**src/rtl/keypad_code_lock_if.sv**
```systemverilog
// Keypad-to-lock connection: scanner key codes in, lock status and feedback out.
// The master drives key codes; the lock controller is the slave.
interface keypad_code_lock_if;
   logic [3:0] key_in;
   logic       unlocked;
   logic       lockout;
   logic       ok_pulse;
   logic       fail_pulse;
   logic [2:0] digit_count;
   logic [2:0] state_out;

   modport master (
      output key_in,
      input  unlocked, lockout, ok_pulse, fail_pulse, digit_count, state_out
   );

   modport slave (
      input  key_in,
      output unlocked, lockout, ok_pulse, fail_pulse, digit_count, state_out
   );
endinterface

```
**src/rtl/keypad_code_lock.sv**
```systemverilog
// Passcode controller: collects keypad digits, checks them against a volatile
// stored code, and drives unlock, lockout and one-cycle feedback pulses.
module keypad_code_lock #(
   parameter int                      CODE_LEN       = 4,
   parameter int                      MAX_FAIL       = 3,
   parameter int                      UNLOCK_CYCLES  = 512,
   parameter int                      LOCKOUT_CYCLES = 1024,
   parameter logic [4*CODE_LEN-1:0]   DEFAULT_CODE   = 16'h1234
) (
   input  logic                 clk,
   input  logic                 rst,
   keypad_code_lock_if.slave    bus
);

   localparam int          W       = 4 * CODE_LEN;
   localparam logic [2:0]  LEN3    = 3'(CODE_LEN);
   localparam logic [3:0]  MAXF4   = 4'(MAX_FAIL);
   localparam logic [15:0] T_OPEN  = 16'(UNLOCK_CYCLES - 1);
   localparam logic [15:0] T_LOCK  = 16'(LOCKOUT_CYCLES - 1);

   typedef enum logic [2:0] {
      IDLE    = 3'd0,
      ENTRY   = 3'd1,
      CHECK   = 3'd2,
      OPEN    = 3'd3,
      PROG    = 3'd4,
      LOCKOUT = 3'd5
   } state_e;

   state_e        state_q, state_d;
   logic [W-1:0]  buf_q, buf_d;
   logic [W-1:0]  code_q, code_d;
   logic [2:0]    cnt_q, cnt_d;
   logic          ovf_q, ovf_d;
   logic [3:0]    fail_q, fail_d;
   logic [15:0]   timer_q, timer_d;
   logic          ok_q, ok_d;
   logic          flp_q, flp_d;
   logic          unlocked_q, lockout_q;

   logic          is_digit, is_hash, is_star;
   logic          full, match, expired;
   logic [W-1:0]  app_buf;
   logic [2:0]    app_cnt;
   logic          app_ovf;
   logic [3:0]    fail_inc;
   logic [15:0]   timer_dec;

   assign is_digit  = (bus.key_in <= 4'd9);
   assign is_hash   = (bus.key_in == 4'd10);
   assign is_star   = (bus.key_in == 4'd11);
   assign full      = (cnt_q == LEN3);
   assign match     = full && !ovf_q && (buf_q == code_q);
   assign expired   = (timer_q == 16'd0);
   assign fail_inc  = fail_q + 4'd1;
   assign timer_dec = expired ? 16'd0 : timer_q - 16'd1;

   // A digit into a full buffer only flags overflow; the buffer content is kept.
   always_comb begin
      app_buf = buf_q;
      app_cnt = cnt_q;
      app_ovf = ovf_q;
      if (full) begin
         app_ovf = 1'b1;
      end else begin
         app_buf      = buf_q << 4;
         app_buf[3:0] = bus.key_in;
         app_cnt      = cnt_q + 3'd1;
      end
   end

   always_comb begin
      state_d = state_q;
      buf_d   = buf_q;
      cnt_d   = cnt_q;
      ovf_d   = ovf_q;
      fail_d  = fail_q;
      code_d  = code_q;
      timer_d = timer_q;
      ok_d    = 1'b0;
      flp_d   = 1'b0;
      case (state_q)
         IDLE: begin
            if (is_digit) begin
               buf_d   = W'(bus.key_in);
               cnt_d   = 3'd1;
               ovf_d   = 1'b0;
               state_d = ENTRY;
            end
         end
         ENTRY: begin
            if (is_digit) begin
               buf_d = app_buf;
               cnt_d = app_cnt;
               ovf_d = app_ovf;
            end else if (is_star) begin
               buf_d   = '0;
               cnt_d   = 3'd0;
               ovf_d   = 1'b0;
               state_d = IDLE;
            end else if (is_hash) begin
               state_d = CHECK;
            end
         end
         CHECK: begin
            buf_d = '0;
            cnt_d = 3'd0;
            ovf_d = 1'b0;
            if (match) begin
               state_d = OPEN;
               fail_d  = 4'd0;
               ok_d    = 1'b1;
               timer_d = T_OPEN;
            end else begin
               flp_d = 1'b1;
               if (fail_inc == MAXF4) begin
                  state_d = LOCKOUT;
                  fail_d  = 4'd0;
                  timer_d = T_LOCK;
               end else begin
                  state_d = IDLE;
                  fail_d  = fail_inc;
               end
            end
         end
         OPEN: begin
            timer_d = timer_dec;
            if (expired || is_star) begin
               state_d = IDLE;
            end else if (is_hash) begin
               buf_d   = '0;
               cnt_d   = 3'd0;
               ovf_d   = 1'b0;
               state_d = PROG;
            end
         end
         PROG: begin
            timer_d = timer_dec;
            if (expired) begin
               buf_d   = '0;
               cnt_d   = 3'd0;
               ovf_d   = 1'b0;
               state_d = IDLE;
            end else if (is_digit) begin
               buf_d = app_buf;
               cnt_d = app_cnt;
               ovf_d = app_ovf;
            end else if (is_hash || is_star) begin
               if (is_hash && full && !ovf_q) begin
                  code_d = buf_q;
                  ok_d   = 1'b1;
               end else if (is_hash) begin
                  flp_d  = 1'b1;
               end
               buf_d   = '0;
               cnt_d   = 3'd0;
               ovf_d   = 1'b0;
               timer_d = T_OPEN;
               state_d = OPEN;
            end
         end
         LOCKOUT: begin
            timer_d = timer_dec;
            if (expired) state_d = IDLE;
         end
         default: begin
            buf_d   = '0;
            cnt_d   = 3'd0;
            ovf_d   = 1'b0;
            state_d = IDLE;
         end
      endcase
   end

   always_ff @(posedge clk) begin
      if (!rst) begin
         state_q    <= IDLE;
         buf_q      <= '0;
         code_q     <= DEFAULT_CODE;
         cnt_q      <= 3'd0;
         ovf_q      <= 1'b0;
         fail_q     <= 4'd0;
         timer_q    <= 16'd0;
         ok_q       <= 1'b0;
         flp_q      <= 1'b0;
         unlocked_q <= 1'b0;
         lockout_q  <= 1'b0;
      end else begin
         state_q    <= state_d;
         buf_q      <= buf_d;
         code_q     <= code_d;
         cnt_q      <= cnt_d;
         ovf_q      <= ovf_d;
         fail_q     <= fail_d;
         timer_q    <= timer_d;
         ok_q       <= ok_d;
         flp_q      <= flp_d;
         unlocked_q <= (state_d == OPEN) || (state_d == PROG);
         lockout_q  <= (state_d == LOCKOUT);
      end
   end

   assign bus.unlocked    = unlocked_q;
   assign bus.lockout     = lockout_q;
   assign bus.ok_pulse    = ok_q;
   assign bus.fail_pulse  = flp_q;
   assign bus.digit_count = cnt_q;
   assign bus.state_out   = state_q;

endmodule

```
**src/flat_wrapper.sv**
```systemverilog
// flat-port wrapper written by rule: the top's interface ports become plain ports
module keypad_code_lock_flat 
#(
   parameter int                      CODE_LEN       = 4,
   parameter int                      MAX_FAIL       = 3,
   parameter int                      UNLOCK_CYCLES  = 512,
   parameter int                      LOCKOUT_CYCLES = 1024,
   parameter logic [4*CODE_LEN-1:0]   DEFAULT_CODE   = 16'h1234
)
  (clk, rst, bus_key_in, bus_unlocked, bus_lockout, bus_ok_pulse, bus_fail_pulse, bus_digit_count, bus_state_out);
  keypad_code_lock_if bus_i ();
  input  logic clk;
  input  logic rst;
  input wire logic [$bits(bus_i.key_in)-1:0] bus_key_in;
  output wire logic [$bits(bus_i.unlocked)-1:0] bus_unlocked;
  output wire logic [$bits(bus_i.lockout)-1:0] bus_lockout;
  output wire logic [$bits(bus_i.ok_pulse)-1:0] bus_ok_pulse;
  output wire logic [$bits(bus_i.fail_pulse)-1:0] bus_fail_pulse;
  output wire logic [$bits(bus_i.digit_count)-1:0] bus_digit_count;
  output wire logic [$bits(bus_i.state_out)-1:0] bus_state_out;
  assign bus_i.key_in = bus_key_in;
  assign bus_unlocked = bus_i.unlocked;
  assign bus_lockout = bus_i.lockout;
  assign bus_ok_pulse = bus_i.ok_pulse;
  assign bus_fail_pulse = bus_i.fail_pulse;
  assign bus_digit_count = bus_i.digit_count;
  assign bus_state_out = bus_i.state_out;
  keypad_code_lock #(.CODE_LEN(CODE_LEN), .MAX_FAIL(MAX_FAIL), .UNLOCK_CYCLES(UNLOCK_CYCLES), .LOCKOUT_CYCLES(LOCKOUT_CYCLES), .DEFAULT_CODE(DEFAULT_CODE)) u_core (.clk(clk), .rst(rst), .bus(bus_i));
endmodule
```
**config.mk**
```make
export PLATFORM = sky130hd
export DESIGN_NAME = keypad_code_lock_flat
export DESIGN_NICKNAME = d
export VERILOG_FILES = /design/src/rtl/keypad_code_lock_if.sv /design/src/rtl/keypad_code_lock.sv /design/src/flat_wrapper.sv
export SDC_FILE = /design/constraint.sdc
export NUM_CORES = 1
export LEC_CHECK = 0
export CORE_UTILIZATION = 56
export CTS_CLUSTER_DIAMETER = 30
export CTS_CLUSTER_SIZE = 28
export DETAILED_ROUTE_END_ITERATION = 10
export PLACE_DENSITY = 0.76
export SYNTH_ARGS = -nofsm -noshare
export SYNTH_HDL_FRONTEND = slang
export SYNTH_SLANG_ARGS = --single-unit
```
**constraint.sdc**
```tcl
create_clock -name clk -period 2.5 [get_ports clk]
set_input_delay 0.5 -clock clk [delete_from_list [all_inputs] [get_ports clk]]
set_output_delay 0.5 -clock clk [all_outputs]
set_load 0.1 [all_outputs]
```
## After elaboration in Yosys (flattened, before gate mapping)

Cells that the tools add are included.

| word-level totals | value |
|---|---|
| input port bits | 6 |
| logic and storage cells | 117 |
| output and inout port bits | 10 |
| register bits after elaboration | 63 |

| cells by class | value |
|---|---|
| multiplexer cells | 65 |
| $add $sub $neg | 3 |
| eq/ne operators | 19 |
| bitwise gates (word level) | 3 |
| magnitude comparators | 1 |
| reduce and logical (&&, ||, !) cells | 15 |

Operators by type and width:

| kind | count |
|---|---|
| two-way mux 16 bit | 15 |
| one-hot mux 16 bit (5 select lines) | 1 |
| two-way mux 3 bit | 21 |
| one-hot mux 16 bit (3 select lines) | 1 |
| two-way mux 1 bit | 20 |
| one-hot mux 3 bit (6 select lines) | 1 |
| == test 16 bit | 1 |
| zero test 16 bit | 1 |
| subtractor 16 x 1 -> 16 bit (second input constant) | 1 |
| == test 3 bit (second input constant) | 5 |
| one-hot mux 3 bit (5 select lines) | 1 |
| == test 3 x 2 -> 1 bit (second input constant) | 3 |
| == test 4 bit (second input constant) | 2 |
| two-way mux 4 bit | 2 |
| inequality test 3 x 1 -> 1 bit (second input constant) | 2 |
| AND reduction 6 bit | 1 |
| one-hot mux 1 bit (5 select lines) | 1 |
| AND reduction 5 bit | 1 |
| adder 4 x 1 -> 4 bit (second input constant) | 1 |
| == test 4 x 2 -> 1 bit (second input constant) | 1 |
| less-or-equal comparator 4 bit (second input constant) | 1 |
| logical AND 1 bit | 4 |
| inequality test 2 x 1 -> 1 bit (second input constant) | 2 |
| inequality test 4 x 1 -> 1 bit (second input constant) | 1 |
| 11 further kinds | 16 |

## Logic depth before layout (Yosys ltp)

| depth | value |
|---|---|
| word-level depth | 8 |
| mapped depth | 10 |
| gate-level depth less buffers | 8 |

## Worst setup path before layout

No wires, ideal clock.

| timing | value |
|---|---|
| kind | reg-to-reg |
| from | reg u_core.cnt_q[0] (netlist: u_core.bus.digit_count[0]) |
| to | reg u_core.timer_q[6] |
| period minus slack after synthesis | 2.690 ns |
| slack | -0.190 ns |
| path buffers | 1 |
| stages on the path, launching flop included | 10 |
| setup time | 0.119 ns |
| arrival | 2.572 ns |
| required time | 2.381 ns |
| cells stage by stage | dfxtp_1 > inv_1 > ha_1 > nand2_1 > or3_1 > nor2_1 > a211oi_1 > clkbuf_1 > a211oi_1 > o221a_2 |

| between the ends | value |
|---|---|
| longest elaborated chain between the ends | 5 |
| elaborated cells on any way between the ends | 7 |
| those cells by class | eq/ne: 2; mux: 2; reduce/logical: 3 |

RTL lines:

| element | line | text |
|---|---|---|
| start, declared | keypad_code_lock.sv:33 | `logic [2:0] cnt_q, cnt_d;` |
| start signal, assigned | keypad_code_lock.sv:192 | `cnt_q <= cnt_d;` |
| == test 3 bit * | keypad_code_lock.sv:52 | `assign full = (cnt_q == LEN3);` |
| logical AND 1 bit * (2 in series) | keypad_code_lock.sv:53 | `assign match = full && !ovf_q && (buf_q == code_q);` |
| two-way mux 16 bit / inequality test 3 x 1 -> 1 bit (equally long branches) | - |  |
| one-hot mux 16 bit (3 select lines) / AND reduction 2 bit (equally long branches) | - |  |
| end signal, assigned | keypad_code_lock.sv:195 | `timer_q <= timer_d;` |
| end, declared | keypad_code_lock.sv:36 | `logic [15:0] timer_q, timer_d;` |

Every way passes the cells marked *; elsewhere a longest branch is shown, timed or not.
A chain may end at the register's enable or synchronous reset.

## Worst setup path after layout

| timing | value |
|---|---|
| from | reg u_core.timer_q[0] |
| to | reg u_core.buf_q[2] |

| between the ends | value |
|---|---|
| longest elaborated chain between the ends | 4 |
| elaborated cells on any way between the ends | 7 |
| those cells by class | eq/ne: 2; mux: 2; reduce/logical: 3 |

RTL lines:

| element | line | text |
|---|---|---|
| zero test 16 bit * | keypad_code_lock.sv:54 | `assign expired = (timer_q == 16'd0);` |
| logical OR 1 bit | keypad_code_lock.sv:128 | `if (expired \|\| is_star) begin` |
| inequality test 2 bit (no source line) | - |  |
| AND reduction 6 bit (no source line) | - |  |
| end signal, assigned | keypad_code_lock.sv:190 | `buf_q <= buf_d;` |
| end, declared | keypad_code_lock.sv:31 | `logic [W-1:0] buf_q, buf_d;` |

Marks and branches as above.

==> impl_metrics.csv <==
group,metric,value,unit
drt,wl_met1,3820,um
placed_design,placed_cell_area,3610,um^2
worst_setup_path,ff2ff_setup_slack,0.14,ns
yosys,synth_edf_count,0,
placed_design,hpwl,5460,um
grt,grt_pass1_vias,2772,
yosys,synthArstFlopShare,0,
pwr,power_density,584,nW/um^2
worst_setup_path,reg2reg_depth,9,
min_path,holdPathStages,1,
worst_setup_path,arrival,2.59,ns
floorplan,row_count,27,
grt,antenna_found_initial,0,
floorplan,core_area,5610,um^2
yosys,ys_top_cells_by_area,"dfxtp_1 38%, nor2_1 5.1%, mux2i_1 4.8%, a22o_1 4.2%, xor2_1 3.7%",
worst_setup_path,rr_endpoint,"u_core.buf_q[2]$_SDFFE_PN0P_",
worst_setup_path,crit_start,"u_core.timer_q[0]$_SDFFE_PN0P_",
final_layout,final_area,3870,um^2
yosys,synth_cell_types,69,
clock_tree,clock-sinks,63,
min_path,min_path_type,"flip-flop to flip-flop",
final_layout,nets,410,
clock_tree,cts-htree-levels,3,
timing,max-slew-margin-rel,0.510,
drt,vias_per_cell,6.15,
grt,grt_max_degree,26,
run_status,status,"finished clean",
yosys,ys_ff_latch,63,
floorplan,die_w,78.9,um
yosys,seq_area_frac_synth,0.381,
timing,finalCritPeriodShare,0.946,
drt,top_layer,"met4",
yosys,yosysTopAreaCell,"dfxtp_1",
clock_tree,clock_latency,0.33,ns
worst_setup_path,endpoint_kind,"flip-flop",
drt,wl_met2,3370,um
timing,finalSetupViolCount,0,
placed_design,place_ws,-0.0219,ns
final_layout,utilization,0.691,
final_layout,layout.cells.non_filler,474,
timing,fin_crit,2.36,ns
worst_setup_path,r2r-start,"u_core.timer_q[0]$_SDFFE_PN0P_",
clock_tree,clockRootBuffer,"clkbuf_8",
drt,ant_nets,0,
drt,wire_per_inst,16.4,um
clock_tree,clock_path_buffers,2,
drt,wl_met3,431,um
final_layout,syn_to_final_growth,17.0,%
timing,tightest_slew,0.729,ns
worst_setup_path,crit_fanout,7,
final_layout,diodes,0,
placed_design,dp.cells,459,
drt,drt_iter0_drc,302,
timing,final-max-slew-violation-count,0,
worst_setup_path,worstSetupStartpointType,"flip-flop",
grt,grt.total_usage,0.273,
yosys,syn_area,3310,um^2
clock_tree,cts.reportedPaths.clkPinSlew,0.07,ns
floorplan,die_y,78.9,um
floorplan,io_pins,16,
clock_tree,cts_tree,"done",
timing,setup_ws,0.135,ns
final_layout,layout-drive-gt1-share,0.206,
timing,timing.fmax,0.423,GHz
pwr,p_leak,1.67,nW
placed_design,portBuffers,15,
grt,grt_pass1_wl,13300,um
drt,drtPass1Iterations,5,
pwr,ir_drop,0.000435,V
yosys,syn-num-nets,378,
yosys,yosysWarnings,0,
yosys,synth_ff_type,"dfxtp_1",
job,maxCapViolCount,0,
worst_setup_path,required,2.73,ns
clock_tree,cts_buffers,9,
yosys,synthCells,367,
placed_design,place_congestion,0.876,
floorplan,dieArea,6220,um^2
drt,dr_total_vias,2916,
min_path,hp-start,"u_core.timer_q[11]$_SDFFE_PN0P_",
grt,overflow,0,
min_path,whs_endpoint,"u_core.timer_q[11]$_SDFFE_PN0P_",
pwr,power,2.26,mW
drt,drc,0,
yosys,post_synth.cell_area_avg,9.02,um^2
timing,hold_violations,0,
timing,grt_setup_unrepaired,"no",
timing,skew,0.00447,ns
yosys,synth_top_area_frac,0.381,
final_layout,fillers,477,
drt,totalWireLength,7760,um
floorplan,start_util,0.590,
worst_setup_path,crit_type,"flip-flop to flip-flop",
clock_tree,cts_hold_buf,0,
[cell families (layout without fill, tap and decap cells)]
family	count (synthesis)	count (layout)	share of synthesized area
and+or+nand+nor	127	127	0.200
AOI/OAI and AO/OA	107	107	0.257
DFF	63	63	0.381
buffers and inverters	29	64	0.0416
xor gates and xnor gates	20	20	0.0529
muxes	16	16	0.0484
adders and majority gates	5	5	0.0189
[repair_timing]
action	4_1_cts	5_1_grt
pin swaps	1	3
endpoints found under the hold margin	0	0
buffers inserted	0	1
resized for setup	1	3
setup endpoints to repair	3	19
[per-stage QoR]
step	hold slack [ns]	setup TNS, ns
final	0.474	0
after global routing	0.518	0
after CTS	0.471	0
after detailed placement	0.457	-0.0685
after global placement	0.451	0
after floorplan	0.433	0
[worst max path at each step]
stage	end	slack, ns
after detailed placement	u_core.buf_q[1]$_SDFFE_PN0P_	-0.02
after global placement	u_core.buf_q[1]$_SDFFE_PN0P_	0.02
after floorplan	u_core.buf_q[12]$_SDFFE_PN0P_	0.03
after global routing	u_core.timer_q[7]$_SDFFE_PN0P_	0.01
final	u_core.buf_q[2]$_SDFFE_PN0P_	0.14
after CTS	u_core.buf_q[1]$_SDFFE_PN0P_	0.03
[critical path: stages (launching register included)]
cell	delay (ns)
dfxtp_1	0.34
inv_1	0.06
ha_1	0.20
or3b_4	0.44
nor3_4	0.21
buf_12	0.15
nand2_2	0.10
a311oi_1	0.45
nor3_4	0.11
a22o_1	0.19
[routing by layer]
metal | GRT usage | up-vias
li1 | - | 1425
met1 | 0.397 | 1375
met2 | 0.391 | 98
met3 | 0.0425 | 18
met4 | 0.124 | 0
met5 | 0.0182 | -
[layout by cell type, fill, tap and decap left out, types with 7 or more instances in the layout]
cell      synthesis  final
dfxtp_1          63     58
nor2_1           45     45
buf_4             1     30
nand2_1          25     25
a21oi_1          19     19
mux2i_1          16     16
a22o_1           16     16
xor2_1           14     14
o21ai_0          14     14
inv_1            11     11
a211oi_1         11     11
clkbuf_8          0     11
nor3_1           11     10
a31oi_1           8      8
o221a_2           7      7
[cell usage after synthesis (3+ instances only)]
cell type / instances
a211oi_1: 11
a21oi_1: 19
a22o_1: 16
a31oi_1: 8
and2_1: 3
buf_6: 3
clkbuf_1: 10
dfxtp_1: 63
ha_1: 5
inv_1: 11
mux2i_1: 16
nand2_1: 25
nand2b_1: 6
nand3_1: 4
nand4_1: 3
nor2_1: 45
nor3_1: 11
nor4_1: 3
o21a_1: 3
o21ai_0: 14
o221a_2: 7
or3_1: 6
xnor2_1: 6
xor2_1: 14
[power by group]
group / internal [mW] / switching (mW)
Clock: 0.605 / 0.378
Combinational: 0.0869 / 0.149
Sequential: 1.02 / 0.0232
Total: 1.71 / 0.550
[state kept, by name, summed over array words and instances (netlist names)]
register,cells
u_core.buf_q,16
u_core.code_q,16
u_core.timer_q,16
u_core.fail_q,4
u_core.bus.digit_count,3
u_core.bus.state_out,3
u_core.bus.fail_pulse,1
u_core.bus.lockout,1
u_core.bus.ok_pulse,1
u_core.bus.unlocked,1
u_core.ovf_q,1
[area by class of cell]
class / count / area (um^2) / share of cell area
Multi-Input combinational cell: 275 / 1930 / 0.499
Sequential cell: 63 / 1270 / 0.327
Timing Repair Buffer: 37 / 315 / 0.0814
Clock buffer: 11 / 151 / 0.0391
Tap cell: 72 / 90.1 / 0.0233
Clock inverter: 3 / 67.6 / 0.0174
Inverter: 13 / 48.8 / 0.0126
No activity file was read; power rests on OpenSTA's default activity.
